File: config.mk
export PLATFORM = sky130hd
export DESIGN_NAME = fifo_rd_ctrl
export DESIGN_NICKNAME = d
export VERILOG_FILES = /design/src/rtl/fifo_pkg.sv /design/src/rtl/fifo_gray2bin.sv /design/src/rtl/fifo_rd_ctrl.sv
export SDC_FILE = /design/constraint.sdc
export NUM_CORES = 1
export LEC_CHECK = 0
export CAP_MARGIN = 20
export CORE_MARGIN = 3
export CORE_UTILIZATION = 35
export DETAILED_ROUTE_END_ITERATION = 10
export PLACE_DENSITY = 0.57
export SLEW_MARGIN = 0
export SYNTH_ARGS = -nofsm -noshare
export SYNTH_HDL_FRONTEND = slang
export SYNTH_SLANG_ARGS = --single-unit
export TNS_END_PERCENT = 20
File: constraint.sdc
create_clock -name clk -period 5.06 [get_ports clk]
set_clock_uncertainty 0.1 [all_clocks]
set_input_delay 1.518 -clock clk [delete_from_list [all_inputs] [get_ports clk]]
set_output_delay 1.518 -clock clk [all_outputs]
set_load 0.01 [all_outputs]
File: src/rtl/fifo_pkg.sv
// rtl/fifo_pkg.sv - shared FIFO pointer type and Gray-code helper
package fifo_pkg;

  localparam int FIFO_ADDR_W = 4;

  // Binary/Gray pointer: one extra MSB distinguishes full from empty
  typedef logic [FIFO_ADDR_W:0] ptr_t;

  // Width-agnostic binary-to-Gray; callers zero-extend and truncate to their pointer width
  function automatic logic [31:0] bin2gray(input logic [31:0] b);
    return b ^ (b >> 1);
  endfunction

endpackage

File: src/rtl/fifo_gray2bin.sv
// rtl/fifo_gray2bin.sv - combinational Gray-to-binary converter
module fifo_gray2bin #(
  parameter int N = 5
) (
  input  logic [N-1:0] gray,
  output logic [N-1:0] bin
);

  // Each binary bit is the XOR of all Gray bits at or above it
  always_comb begin
    bin = '0;
    for (int i = 0; i < N; i++) begin
      bin[i] = ^(gray >> i);
    end
  end

endmodule

File: src/rtl/fifo_rd_ctrl.sv
// rtl/fifo_rd_ctrl.sv - async FIFO read-side controller; FIFO_RD_LEVEL_EN adds rd_level
module fifo_rd_ctrl
  import fifo_pkg::*;
#(
  parameter int ADDR_W      = FIFO_ADDR_W,
  parameter int SYNC_STAGES = 2
) (
  input  logic              clk,
  input  logic              rst,
  input  logic              rd_en,
  input  logic [ADDR_W:0]   wr_gptr_async,
  output logic [ADDR_W-1:0] rd_addr,
  output logic [ADDR_W:0]   rd_gptr,
  output logic              rd_ack,
  output logic              empty,
  output logic              underflow
`ifdef FIFO_RD_LEVEL_EN
  ,
  output logic [ADDR_W:0]   rd_level
`endif
);

  localparam int PTR_W = ADDR_W + 1;

  logic [ADDR_W:0] sync_q [SYNC_STAGES];
  logic [ADDR_W:0] wr_gptr_sync;
  logic [ADDR_W:0] rd_bptr;
  logic [ADDR_W:0] rd_bnext;
  logic [ADDR_W:0] rd_gnext;

  // Multi-flop synchronizer bringing the write pointer into the read clock domain
  always_ff @(posedge clk) begin
    if (rst) begin
      for (int i = 0; i < SYNC_STAGES; i++) sync_q[i] <= '0;
    end else begin
      sync_q[0] <= wr_gptr_async;
      for (int i = 1; i < SYNC_STAGES; i++) sync_q[i] <= sync_q[i-1];
    end
  end

  assign wr_gptr_sync = sync_q[SYNC_STAGES-1];

  // A read is accepted only when data is known to be present
  assign rd_ack   = rd_en & ~empty;
  assign rd_bnext = rd_bptr + PTR_W'(rd_ack);
  assign rd_gnext = PTR_W'(bin2gray(32'(rd_bnext)));
  assign rd_addr  = rd_bptr[ADDR_W-1:0];

  // Pointer advance and flags; empty looks at the post-read pointer so the last read empties next cycle
  always_ff @(posedge clk) begin
    if (rst) begin
      rd_bptr   <= '0;
      rd_gptr   <= '0;
      empty     <= 1'b1;
      underflow <= 1'b0;
    end else begin
      rd_bptr   <= rd_bnext;
      rd_gptr   <= rd_gnext;
      empty     <= (rd_gnext == wr_gptr_sync);
      underflow <= rd_en & empty;
    end
  end

`ifdef FIFO_RD_LEVEL_EN
  logic [ADDR_W:0] wr_bptr_sync;

  fifo_gray2bin #(
    .N (PTR_W)
  ) u_gray2bin (
    .gray (wr_gptr_sync),
    .bin  (wr_bptr_sync)
  );

  // Occupancy as seen by the read side, modulo the extended pointer range
  always_ff @(posedge clk) begin
    if (rst) begin
      rd_level <= '0;
    end else begin
      rd_level <= wr_bptr_sync - rd_bnext;
    end
  end
`endif

endmodule

* Word level (Yosys, flattened, before mapping)
Memory sizes are Yosys's and may differ from the RTL's.
Cells that the tools add are included.
** Storage, ports and cells
- Bits of input ports :: 8
- Memory bits (writable) :: 10
- Register bits :: 12
- Bits in latches :: 0
- Memories kept :: 1
- Bits in read-only memories :: 0
- Logic and storage cells :: 18
** Memory list
- sync_q :: words 2, bits a word 5, rd ports 2, clocked after memory_dff 0, wr ports 2, RTL line fifo_rd_ctrl.sv:25 : logic [ADDR_W:0] sync_q [SYNC_STAGES];
** Cells by class
- Equality and inequality tests :: 1
- Bitwise logic cells :: 6
- Shift operators :: 0
- Add/sub/neg operators :: 1
- Reduce and logical (&&, ||, !) cells :: 0
- Muxes and demuxes :: 5
- Div/mod/pow operators :: 0
- Multiply operators :: 0
- $lt $le $gt $ge :: 0
** Operators by type and width (count)
- 5-bit two-way mux :: 2
- 5-bit by 1-bit adder with 5-bit output :: 1
- 5-bit == test :: 1
- 5-bit by 4-bit XOR with 5-bit output :: 1
- 1-bit two-way mux :: 3
- 1-bit AND :: 2
- 1-bit OR :: 2
- 1-bit NOT :: 1

* Longest topological paths before layout
- Depth after elaboration :: 5
- Depth in mapped cells :: 7

* Least setup slack after synthesis
Ideal clock, no wire load.
- Path kind :: input-to-output
- From :: input port rd_en
- To :: output port rd_ack
- Stages :: 1
- Required time :: 3442 ps
- Setup slack :: 1689 ps
- Arrival time :: 1753 ps
- Cell sequence :: nor2b_1
** Between the ends
- Word-level cells in the longest chain between the ends :: 1
** Ends and longest elaborated chain
- start: declaration :: RTL line fifo_rd_ctrl.sv:10 : input logic rd_en,
- 1-bit AND :: RTL line fifo_rd_ctrl.sv:44 : assign rd_ack = rd_en & ~empty;
- end: declaration :: RTL line fifo_rd_ctrl.sv:14 : output logic rd_ack,
No other way between the ends.

* Final worst setup path
Ends and elaborated chain as after synthesis.

==> metrics.yaml <==
run_status:
  status: "complete, no violations"
hold_path:
  whs_endpoint: "sync_q[0][7]"
  holdPathStages: 1
  min_path_type: "reg2reg"
  hold_start: "sync_q[0][2]"
synthesis:
  ys_seq_elements: 21
  syn_avg_cell_area_sq_um: 10.76
  synth.cell_area_sq_um: 785.8
  ys_seq_area_frac: 0.5350
  ys_types: 17
  syn_inst: 73
  syn-num-nets: 83
  synth_warnings: 0
placed_design:
  placed_area_sq_um: 1002
  gp_congestion: 0.6533
  io_buffer_count: 19
  place_ws_ns: 0.6970
  dpl.hpwl_um: 882
worst_setup_path:
  cp_max_fo: 2
  required_ns: 3.44
  ff2ff_setup_slack_ns: 3.04
  path_class: "in2out"
  r2r-end: "empty"
  crit_top_cell: "clkdlybuf4s50_1"
  start_kind: "input port"
  cp_data_arrival_time_ns: 2.75
  r2r-start: "empty"
  slowest_delay_ns: 0.57
  crit_chain: "clkdlybuf4s50_1, nor2b_1, clkdlybuf4s50_1"
  end_kind: "output pin"
  cp_slowest_cell: "clkdlybuf4s50_1"
  reg2reg_depth: 7
floorplan:
  die-area_sq_um: 2849
  die_x_um: 53.38
  chipHeight_um: 53.38
  ios: 20
  core_sq_um: 2042
  rows: 16
  start_util: 0.3848
power:
  power.leakage_nw: 0.4010
  ir_worst_vdd_mv: 0.1701
  powerDensity_nw_per_um2: 285.0
  p_total_w: 0.0002935
route:
  routed.top_layer: "met4"
  initialDrtViolationCount: 1
  first_pass_iters: 3
  vias: 514
  wl_met2_um: 552
  wl_mm: 1.207
  drt-wirelength-per-cell_um: 9.975
  vias_per_cell: 4.248
  wl_met3_um: 71
  wl_met1_um: 565
  antenna_left: 0
  drc: 0
timing:
  drv_slew: 0
  rsz0062_at_grt: "false"
  max_freq_mhz: 229.0
  setup_viol: 0
  post-route-worst-setup-slack_ns: 0.6941
  tns_ns: 0
  hold_violations: 0
  period_needed_ns: 4.366
  maxSlewHeadroom: 0.5143
  worst_pin_slew_ns: 0.7263
  final.period_utilization: 0.8628
grt:
  antenna_found_initial: 0
  grt_pass1_vias: 468
  grt_usage: 0.1066
  grt_max_degree: 22
  grt_pass1_wl_mm: 2.083
  gr-total-overflow: 0
clock_tree:
  cts_hold_buf: 0
  ctsRootBufferMaster: "clkbuf_4"
  cts_buffer_depth: 2
  h-tree-depth: 1
  numClockSinks: 21
  cts_tree: "built"
  clk_pin_slew_ns: 0.11
  cts_setup_buffers: 0
  cts_resized: 0
  clk_latency_ns: 0.30
  cts_buffers: 3
final_layout:
  fillers: 211
  num_antenna_cells: 0
  final_cell_area_sq_um: 1030
  drive_above_1_share: 0.08511
  fin_nets: 105
  area_growth_pct: 31.05
job:
  drv_cap: 0
-- metal layers --
metal | global-route usage | vias up
li1 | - | 271
met1 | 0.1246 | 227
met2 | 0.1612 | 14
met3 | 0.02535 | 2
met4 | 0.08936 | 0
met5 | 0 | -
-- worst max path at each step --
stage                     start  slack, ns  endpoint  depth (start not counted)
final                     rd_en       0.69    rd_ack                          3
after global routing      rd_en       0.63    rd_ack                          3
after CTS                 rd_en       0.69    rd_ack                          3
after detailed placement  rd_en       0.70    rd_ack                          3
after global placement    rd_en       0.74    rd_ack                          3
after floorplan           rd_en       1.69    rd_ack                          1
-- state kept, by name, summed over array words and instances, names as in the netlist --
register,flops
rd_bptr,4
rd_gptr,5
empty,1
underflow,1
sync_q,10
-- logic make-up after synthesis --
group	after synthesis	share of synthesized area
xor gates and xnor gates	15	0.1768
DFF	21	0.5350
buffers and inverters	2	0.009558
and+or+nand+nor	29	0.1959
AOI/OAI and AO/OA	3	0.03822
adders and majority gates	2	0.03184
muxes	1	0.01274
-- report_power, final --
part / leakage, nW / internal (W) / switching [W]
registers: 0.172 / 0.000173 / 0.00000306
clock network: 0.0177 / 0.0000294 / 0.0000486
logic: 0.211 / 0.0000236 / 0.0000155
total: 0.401 / 0.000226 / 0.0000671
-- cells in the mapped netlist --
cell type	instances	area, sq um
nand2_1	4	15.01
o22ai_2	1	12.51
nand3_1	1	5.000
nor2b_1	14	87.58
a21boi_0	1	7.510
and3_2	1	7.510
clkbuf_1	2	7.510
or2_2	1	6.260
nor2_1	7	26.28
dfxtp_1	21	420.4
nand4_1	1	6.260
xnor2_1	9	78.83
a41o_1	1	10.01
ha_1	2	25.02
xor2_2	1	16.27
mux2i_1	1	10.01
xor2_1	5	43.79
-- worst max-delay path, delay by kind of cell --
kind                   cells  cell delay [ns]
AND/OR/NAND/NOR            1             0.18
buffers and inverters      2             1.04
-- area by class of cell --
cell class / instances / area (sq um) / area share
clock inverter: 1 / 5.005 / 0.004860
sequential: 21 / 420.4 / 0.4083
multi-input combinational: 50 / 357.8 / 0.3475
clock buffer: 3 / 22.52 / 0.02187
tap: 27 / 33.78 / 0.03281
timing repair buffer: 19 / 190.2 / 0.1847
-- through the flow --
step | util | hold slack [ns] | cells
6_report | 0.5043 | 0.3488 | 121
5_1_grt | 0.5043 | 0.3670 | 121
4_1_cts | 0.5043 | 0.3551 | 121
3_5_place_dp | 0.4908 | 0.3273 | 117
3_3_place_gp | 0.4908 | 0.3173 | 117
2_1_floorplan | - | 0.3138 | 73
-- placed cells by master (no fill, tap or decap) --
master           count
clkbuf_4             3
xor2_1               5
clkdlybuf4s50_1     19
nor2_1               7
o22ai_2              1
mux2i_1              1
clkinv_2             1
ha_1                 2
or2_2                1
nand3_1              1
xor2_2               1
and3_2               1
a21boi_0             1
xnor2_1              9
nor2b_1             14
a41o_1               1
nand2_1              4
dfxtp_1             21
nand4_1              1
Note: power is estimated with default switching activity, not from simulation.
